===== src/rtl/jtag_l2_mem_ctrl.sv =====
// JTAG bridge to single-port L2 SRAM controller with one-cycle responses.
// Optional power-up zero-fill of the whole SRAM when JTAG_L2_INIT_EN is defined.
module jtag_l2_mem_ctrl #(
    parameter int unsigned NUM_WORDS = 1024,
    parameter logic [31:0] BASE_ADDR = 32'h0000_0000
) (
    input  logic                         clk_i,
    input  logic                         rst_n,
    input  logic                         req_i,
    output logic                         gnt_o,
    input  logic [31:0]                  addr_i,
    input  logic                         we_i,
    input  logic [3:0]                   be_i,
    input  logic [31:0]                  wdata_i,
    output logic                         r_valid_o,
    output logic [31:0]                  r_rdata_o,
    output logic                         r_err_o,
    output logic                         mem_csn_o,
    output logic                         mem_wen_o,
    output logic [$clog2(NUM_WORDS)-1:0] mem_addr_o,
    output logic [3:0]                   mem_be_o,
    output logic [31:0]                  mem_wdata_o,
    input  logic [31:0]                  mem_rdata_i,
    output logic                         busy_o
);

    localparam int unsigned AW       = $clog2(NUM_WORDS);
    localparam logic [32:0] SPAN     = 33'(NUM_WORDS) << 2;
    localparam logic [31:0] ERR_WORD = 32'hBADA_CCE5;

`ifdef JTAG_L2_INIT_EN
    typedef enum logic [1:0] {ST_INIT, ST_IDLE, ST_RESP} state_t;
    localparam state_t ST_RESET = ST_INIT;
    localparam logic [AW-1:0] LAST_WORD = AW'(NUM_WORDS - 1);
    logic [AW-1:0] init_cnt_reg;
`else
    typedef enum logic {ST_IDLE, ST_RESP} state_t;
    localparam state_t ST_RESET = ST_IDLE;
`endif

    state_t      state_reg;
    state_t      state_next;
    logic [31:0] offset;
    logic        in_range;
    logic        accept;
    logic        grant;
    logic        sel_sram;
    logic        resp_valid_reg;
    logic        resp_err_reg;
    logic        resp_read_reg;

    // Offset wraps for addresses below BASE_ADDR, so one unsigned compare covers both bounds.
    assign offset   = addr_i - BASE_ADDR;
    assign in_range = ({1'b0, offset} < SPAN) && (addr_i[1:0] == 2'b00);
    assign accept   = rst_n && ((state_reg == ST_IDLE) || (state_reg == ST_RESP));
    assign grant    = req_i && accept;
    assign sel_sram = grant && in_range && (!we_i || (be_i != 4'h0));
    assign gnt_o    = grant;

    always_ff @(posedge clk_i or negedge rst_n) begin
        if (!rst_n) begin
            state_reg <= ST_RESET;
        end else begin
            state_reg <= state_next;
        end
    end

    always_comb begin
        state_next = state_reg;
        case (state_reg)
`ifdef JTAG_L2_INIT_EN
            ST_INIT: begin
                if (init_cnt_reg == LAST_WORD) begin
                    state_next = ST_IDLE;
                end
            end
`endif
            ST_IDLE: state_next = grant ? ST_RESP : ST_IDLE;
            ST_RESP: state_next = grant ? ST_RESP : ST_IDLE;
            default: state_next = ST_IDLE;
        endcase
    end

    always_comb begin
        mem_csn_o   = 1'b1;
        mem_wen_o   = 1'b1;
        mem_addr_o  = '0;
        mem_be_o    = 4'h0;
        mem_wdata_o = 32'h0;
        if (sel_sram) begin
            mem_csn_o   = 1'b0;
            mem_wen_o   = ~we_i;
            mem_addr_o  = offset[AW+1:2];
            mem_be_o    = be_i;
            mem_wdata_o = wdata_i;
        end
`ifdef JTAG_L2_INIT_EN
        if (rst_n && (state_reg == ST_INIT)) begin
            mem_csn_o   = 1'b0;
            mem_wen_o   = 1'b0;
            mem_addr_o  = init_cnt_reg;
            mem_be_o    = 4'hF;
            mem_wdata_o = 32'h0;
        end
`endif
    end

`ifdef JTAG_L2_INIT_EN
    always_ff @(posedge clk_i or negedge rst_n) begin
        if (!rst_n) begin
            init_cnt_reg <= '0;
        end else if (state_reg == ST_INIT) begin
            init_cnt_reg <= init_cnt_reg + AW'(1);
        end
    end

    assign busy_o = (state_reg == ST_INIT);
`else
    assign busy_o = 1'b0;
`endif

    // Response pipeline: one stage, so ordering follows grant order by construction.
    always_ff @(posedge clk_i or negedge rst_n) begin
        if (!rst_n) begin
            resp_valid_reg <= 1'b0;
            resp_err_reg   <= 1'b0;
            resp_read_reg  <= 1'b0;
        end else begin
            resp_valid_reg <= grant;
            resp_err_reg   <= grant && !in_range;
            resp_read_reg  <= grant && !we_i;
        end
    end

    assign r_valid_o = resp_valid_reg;
    assign r_err_o   = resp_err_reg;

    always_comb begin
        r_rdata_o = 32'h0;
        if (resp_valid_reg && resp_read_reg) begin
            r_rdata_o = resp_err_reg ? ERR_WORD : mem_rdata_i;
        end
    end

endmodule


===== config.mk =====
export PLATFORM = sky130hd
export DESIGN_NAME = jtag_l2_mem_ctrl
export DESIGN_NICKNAME = d
export VERILOG_FILES = /design/src/rtl/jtag_l2_mem_ctrl.sv
export SDC_FILE = /design/constraint.sdc
export NUM_CORES = 1
export LEC_CHECK = 0
export CORE_MARGIN = 2
export CORE_UTILIZATION = 19
export CTS_BUF_LIST = sky130_fd_sc_hd__clkbuf_4
export CTS_CLUSTER_DIAMETER = 120
export CTS_CLUSTER_SIZE = 20
export DETAILED_ROUTE_END_ITERATION = 8
export GPL_ROUTABILITY_DRIVEN = 0
export HOLD_SLACK_MARGIN = 0.08
export PLACE_DENSITY = 0.82
export SLEW_MARGIN = 30
export SYNTH_ARGS = -nofsm -noshare
export SYNTH_HDL_FRONTEND = slang
export SYNTH_SLANG_ARGS = --single-unit

===== constraint.sdc =====
create_clock -name clk_i -period 2.1 [get_ports clk_i]
set_input_delay 0.315 -clock clk_i [delete_from_list [all_inputs] [get_ports clk_i]]
set_output_delay 0.315 -clock clk_i [all_outputs]
set_load 0.01 [all_outputs]

==> results of run 1 <==
Yosys cell counts:
| master | number |
|---|---|
| and2_1 | 13 |
| buf_1 | 1 |
| buf_2 | 2 |
| buf_4 | 2 |
| buf_6 | 3 |
| clkbuf_1 | 8 |
| conb_1 | 1 |
| dfrtp_1 | 3 |
| inv_1 | 48 |
| nand2_1 | 3 |
| nand4_1 | 1 |
| nor2_1 | 41 |
| nor3_1 | 46 |
| nor4_1 | 5 |
| nor4bb_1 | 1 |
| o211ai_2 | 1 |
| o21a_1 | 1 |
| or2_2 | 1 |
| or3_1 | 1 |
| or4b_1 | 1 |
repair_timing:
item / CTS / global route
gates cloned: 4 / 0
buffers inserted: 9 / 1
gates resized for setup: 300 / 38
hold buffers: 1 / 0
endpoints found under the setup margin: 48 / 48
hold endpoints to repair: 3 / 0
pin swaps: 13 / 14
final cells by class:
class	count	area [µm²]
Sequential cell	3	75.07
Clock buffer	4	30.03
Fill cell	418	1584
Multi-Input combinational cell	116	853.3
Inverter	48	180.2
Timing Repair Buffer	214	1902
Tap cell	54	67.56
metrics by stage:
| stage | setup TNS [ns] | std cells | hold slack [ns] | utilization |
|---|---|---|---|---|
| floorplan | 0 | 183 | 0.01941 | - |
| global placement | -25.79 | 424 | 0.5998 | 0.6243 |
| detailed placement | -27.78 | 424 | 0.6005 | 0.6243 |
| CTS | -0.06977 | 441 | 0.3483 | 0.6704 |
| global route | -0.2347 | 439 | 0.3514 | 0.6624 |
| finish | -0.03624 | 439 | 0.3638 | 0.6624 |
cell families (layout without fill, tap and decap cells):
family / Yosys count / count (layout)
DFF: 3 / 3
AOI/OAI and AO/OA: 2 / 2
and+or+nand+nor: 113 / 113
buffers and inverters: 64 / 266
other: 1 / 1
layer usage:
metal | vias to the layer above | share of wire
met1 | 850 | 0.35
met4 | 0 | 0.018
met5 | - | 0
met2 | 116 | 0.53
li1 | 959 | -
met3 | 8 | 0.10
final timing paths:
check	start	end	slack [ns]
setup / recovery	be_i[2]	mem_wdata_o[5]	-0.01
hold / removal	we_i	resp_read_reg	0.36
max in group asynchronous	rst_n	r_valid_o	1.43
min in group asynchronous	rst_n	r_err_o	0.53
where the power goes:
group / total, mW / leakage [nW] / switching, mW / internal (mW)
combinational: 0.283 / 1.48 / 0.0885 / 0.194
sequential: 0.0619 / 0.0392 / 0.00107 / 0.0608
clock: 0.116 / 0.0184 / 0.0321 / 0.0842
tightest hold or removal path: stages:
cell and delay (ns):
buf_2 0.09, buf_4 0.11, nor2_1 0.04
==> flow_summary.yaml, run 1 <==
power:
  power_mw: 0.4607
  peakVddDrop_mv: 0.09015
  power_leakage_nw: 1.540
  power.density_mw_per_mm2: 148.2
global_route:
  grt_util_met2: 0.4058
  antenna_found_initial: 0
  use_met1: 0.2277
  gr-total-overflow: 0
  busiest_layer: "met2"
  gr-usage-met3: 0.04390
  grt_max_degree: 21
  grt_pass1_wl_um: 9073
  grt_pass1_vias: 1947
  track_usage: 0.2125
setup_path:
  crit_top_cell: "buf_12"
  end_kind: "primary output"
  crit_arrival_ns: 1.80
  slowest_stage: "or4b_4"
  crit_buf_inv: 5
  crit_path_max_fanout: 8
  start_kind: "input pin"
  slowest_delay_ns: 0.55
  crit_family: "buffers and inverters"
  crit_chain: "buf_6 > or4b_4 > o211ai_4 > buf_12 > buf_12 > buf_12 > nor3_2 > buf_2"
  required_ns: 1.78
  cp.depth: 8
  crit_type: "in2out"
placement:
  dp_hpwl_um: 4486
  io_buffers: 186
  place_area_mm2: 0.002929
  pre_cts_slack_ns: -0.6227
cells_and_area:
  diodes: 0
  final_common_cell: "clkdlybuf4s50_1"
  syn_to_final_growth_pct: 238.4
  drive_gt1_frac: 0.3584
  mostFrequentLayoutCells: "110 x clkdlybuf4s50_1, 50 x buf_2, 48 x inv_1"
  nets: 490
  postLayoutCellArea_mm2: 0.003108
yosys:
  synth_compound_area_frac: 0.02180
  synth_cell_type_count: 20
  synth_top_area_cell: "nor3_1"
  synth_fa_ha_area_frac: 0
  syn_inst: 183
  syn_nets: 287
  netlist_area_um2: 918.4
  syn-mean-instance-area_um2: 5.018
  yosysSeqAreaShare: 0.08174
  synth_seq_cells: 3
  yosys.area_share.simple: 0.5954
  synth.top_cell.area_share: 0.2507
  synth_top_family_by_area: "simple AND/OR/NAND/NOR gates"
  synth-xor-area-share: 0
  synthMuxAreaShare: 0
  yosys-top-cells-area: "nor3_1 25%, inv_1 20%, nor2_1 17%, and2_1 8.9%, dfrtp_1 8.2%"
  yosys_warnings: 0
die:
  start_util: 0.1957
  io_pins: 188
  dieWidth_um: 73.53
  die_h_um: 73.53
  num_rows: 25
  core_mm2: 0.004692
  die_area_mm2: 0.005406
job:
  maxCapViolations: 0
clock_tree:
  cts_made_buffers: 3
  clk_pin_slew_worst_paths_ns: 0.04
  cts_tree: "yes"
  cts_root_buf: "clkbuf_4"
  clk_path_buf_depth: 2
  cts_max_level: 1
  clock_sinks: 3
hold_path:
  worstHoldPathCells: 3
  hold_path_class: "in2reg"
routing:
  drt_iter0_drc: 43
  antenna_left: 0
  dr.pass1.iters: 4
  route.detailed.drc: 0
  vias: 1933
  wire_per_inst_um: 13.33
  drt-vias-per-instance: 4.403
  wirelength_um: 5853
timing:
  max_freq_mhz: 473.3
  setup_viol: 6
  slew_violations: 0
  period_needed_ns: 2.113
  finalWorstSetupSlack_ns: -0.01301
  rsz0062_at_grt: "true"
  hold_viol_final: 0
  period_share: 1.006
outcome:
  status: "finished with violations"
  violations: "negative setup slack"
No activity file was read; power rests on OpenSTA's default activity.
==> inputs of run 2 (changes only) <==
--- a/config.mk
+++ b/config.mk
@@ -6,14 +6,14 @@
 export NUM_CORES = 1
 export LEC_CHECK = 0
 export CORE_MARGIN = 2
-export CORE_UTILIZATION = 19
+export CORE_UTILIZATION = 17
 export CTS_BUF_LIST = sky130_fd_sc_hd__clkbuf_4
 export CTS_CLUSTER_DIAMETER = 120
 export CTS_CLUSTER_SIZE = 20
 export DETAILED_ROUTE_END_ITERATION = 8
 export GPL_ROUTABILITY_DRIVEN = 0
 export HOLD_SLACK_MARGIN = 0.08
-export PLACE_DENSITY = 0.82
+export PLACE_DENSITY = 0.77
 export SLEW_MARGIN = 30
 export SYNTH_ARGS = -nofsm -noshare
 export SYNTH_HDL_FRONTEND = slang
==> constraint.sdc (replaced) <==
create_clock -name clk_i -period 1.8 [get_ports clk_i]
set_input_delay 0.27 -clock clk_i [delete_from_list [all_inputs] [get_ports clk_i]]
set_output_delay 0.27 -clock clk_i [all_outputs]
set_load 0.01 [all_outputs]
==> run 2 against run 1 <==
  * The flow still finishes with violations (negative setup slack)
  * Sequential share of layout area shrank 0.15 points
  * Cell area grew 8.6%
  * Cell count grew 5.7%
==> flow_summary.yaml, run 2 (synthesis gave the netlist of run 1 again) <==
placement:
  place_area_mm2: 0.002899
  dp_hpwl_um: 4163
  pre_cts_slack_ns: -0.8110
  io_buffers: 186
  placed_cells: 435
die:
  start_util: 0.1776
  num_rows: 26
  die_area_mm2: 0.006006
  core_mm2: 0.005172
  die_h_um: 77.50
  io_pins: 188
  dieWidth_um: 77.50
timing:
  finalWorstSetupSlack_ns: -0.1701
  max_freq_mhz: 507.6
  rsz0062_at_grt: "true"
  period_needed_ns: 1.970
  hold_viol_final: 0
  slew_violations: 0
  setup_viol: 48
  period_share: 1.095
setup_path:
  crit_buf_inv: 5
  crit_path_max_fanout: 6
  slowest_stage: "or4b_4"
  crit_arrival_ns: 1.70
  crit_end: "mem_wdata_o[30]"
  cp.depth: 8
  required_ns: 1.53
  crit_start: "be_i[2]"
  crit_type: "in2out"
  start_kind: "input pin"
  crit_chain: "buf_6 > or4b_4 > o211ai_4 > buf_12 > buf_16 > buf_4 > nor3_2 > buf_2"
  end_kind: "primary output"
  slowest_delay_ns: 0.54
  crit_family: "buffers and inverters"
clock_tree:
  cts_made_buffers: 3
  clock_sinks: 3
  clk_path_buf_depth: 2
  cts_tree: "yes"
  cts_max_level: 1
  cts_root_buf: "clkbuf_4"
  clk_pin_slew_worst_paths_ns: 0.03
outcome:
  violations: "negative setup slack"
  status: "finished with violations"
cells_and_area:
  nets: 499
  instances_no_fill: 464
  diodes: 0
  final_common_cell: "clkdlybuf4s50_1"
  mostFrequentLayoutCells: "78 x clkdlybuf4s50_1, 54 x buf_2, 48 x inv_1"
  seqCellArea_um2: 76.32
  drive_gt1_frac: 0.3934
  syn_to_final_growth_pct: 267.4
  nFillCells: 436
  postLayoutCellArea_mm2: 0.003374
  multi_input_area_um2: 839.6
power:
  p_seq_frac: 0.135
  peakVddDrop_mv: 0.1231
  p_clk_frac: 0.242
  power.share.switching: 0.2631
  power_leakage_nw: 2.026
  internal_power_mw: 0.4062
  switchingPower_mw: 0.1451
  power.density_mw_per_mm2: 163.4
  power_mw: 0.5512
  p_comb_frac: 0.623
routing:
  drt-vias-per-instance: 4.394
  wirelength_um: 6640
  wire_per_inst_um: 14.31
  antenna_left: 0
  dr.pass1.iters: 4
  route.detailed.drc: 0
  vias: 2039
  drt_iter0_drc: 30
global_route:
  antenna_found_initial: 0
  gr-usage-met3: 0.05581
  gr-total-overflow: 0
  grt_pass1_vias: 1949
  grt_util_met2: 0.3652
  use_met1: 0.1963
  grt_pass1_wl_um: 9370
  track_usage: 0.1900
  busiest_layer: "met2"
  grt_max_degree: 25
job:
  maxCapViolations: 0
hold_path:
  worstHoldPathCells: 3
  hold_path_class: "in2reg"
[run 2: area by class of cell]
type | count | share of cell area
repair buffers | 223 | 0.6403
multi-input cells | 116 | 0.2488
inverters | 48 | 0.05339
well taps | 70 | 0.02595
flip-flops and latches | 3 | 0.02262
clock buffers | 4 | 0.008899
[run 2: how the worst min path moves through the flow]
stage / slack (ns) / startpoint / to
after floorplan: -0.03 / rst_n / r_err_o
final: 0.32 / we_i / resp_read_reg
after detailed placement: 0.57 / rst_n / r_valid_o
after global placement: 0.56 / rst_n / r_valid_o
after CTS: 0.31 / we_i / resp_read_reg
after global routing: 0.32 / we_i / resp_read_reg
[run 2: repair_timing]
action                                 in CTS  in global routing
pin swaps                                  14                 12
cloned                                      5                  6
endpoints found under the hold margin       3                  0
gates resized for setup                   310                 81
setup endpoints to repair                  65                 68
setup buffers                              11                  2
hold buffers                                1                  0
[run 2: per-stage QoR]
| stage | utilization | setup TNS, ns | hold WS, ns |
|---|---|---|---|
| 2_1_floorplan | - | 0 | -0.02559 |
| 3_3_place_gp | 0.5605 | -34.75 | 0.5646 |
| 3_5_place_dp | 0.5605 | -35.95 | 0.5704 |
| 4_1_cts | 0.5905 | -5.131 | 0.3130 |
| 5_1_grt | 0.6524 | -6.001 | 0.3237 |
| 6_report | 0.6524 | -4.696 | 0.3248 |
[run 2: per-layer routing]
metal / vias to the layer above / part of all wire
li1: 979 / -
met4: 0 / 0.016
met1: 929 / 0.35
met3: 10 / 0.096
met5: - / 0
met2: 121 / 0.53
[run 2: power groups by stage]
stage	clock network, mW	registers, mW	logic (mW)
6_report	0.133	0.0743	0.344
3_5_place_dp	0	0.0732	0.322
5_1_grt	0.145	0.0746	0.373
2_1_floorplan	0	0.0745	0.0599
4_1_cts	0.138	0.0726	0.323
3_3_place_gp	0	0.0731	0.319
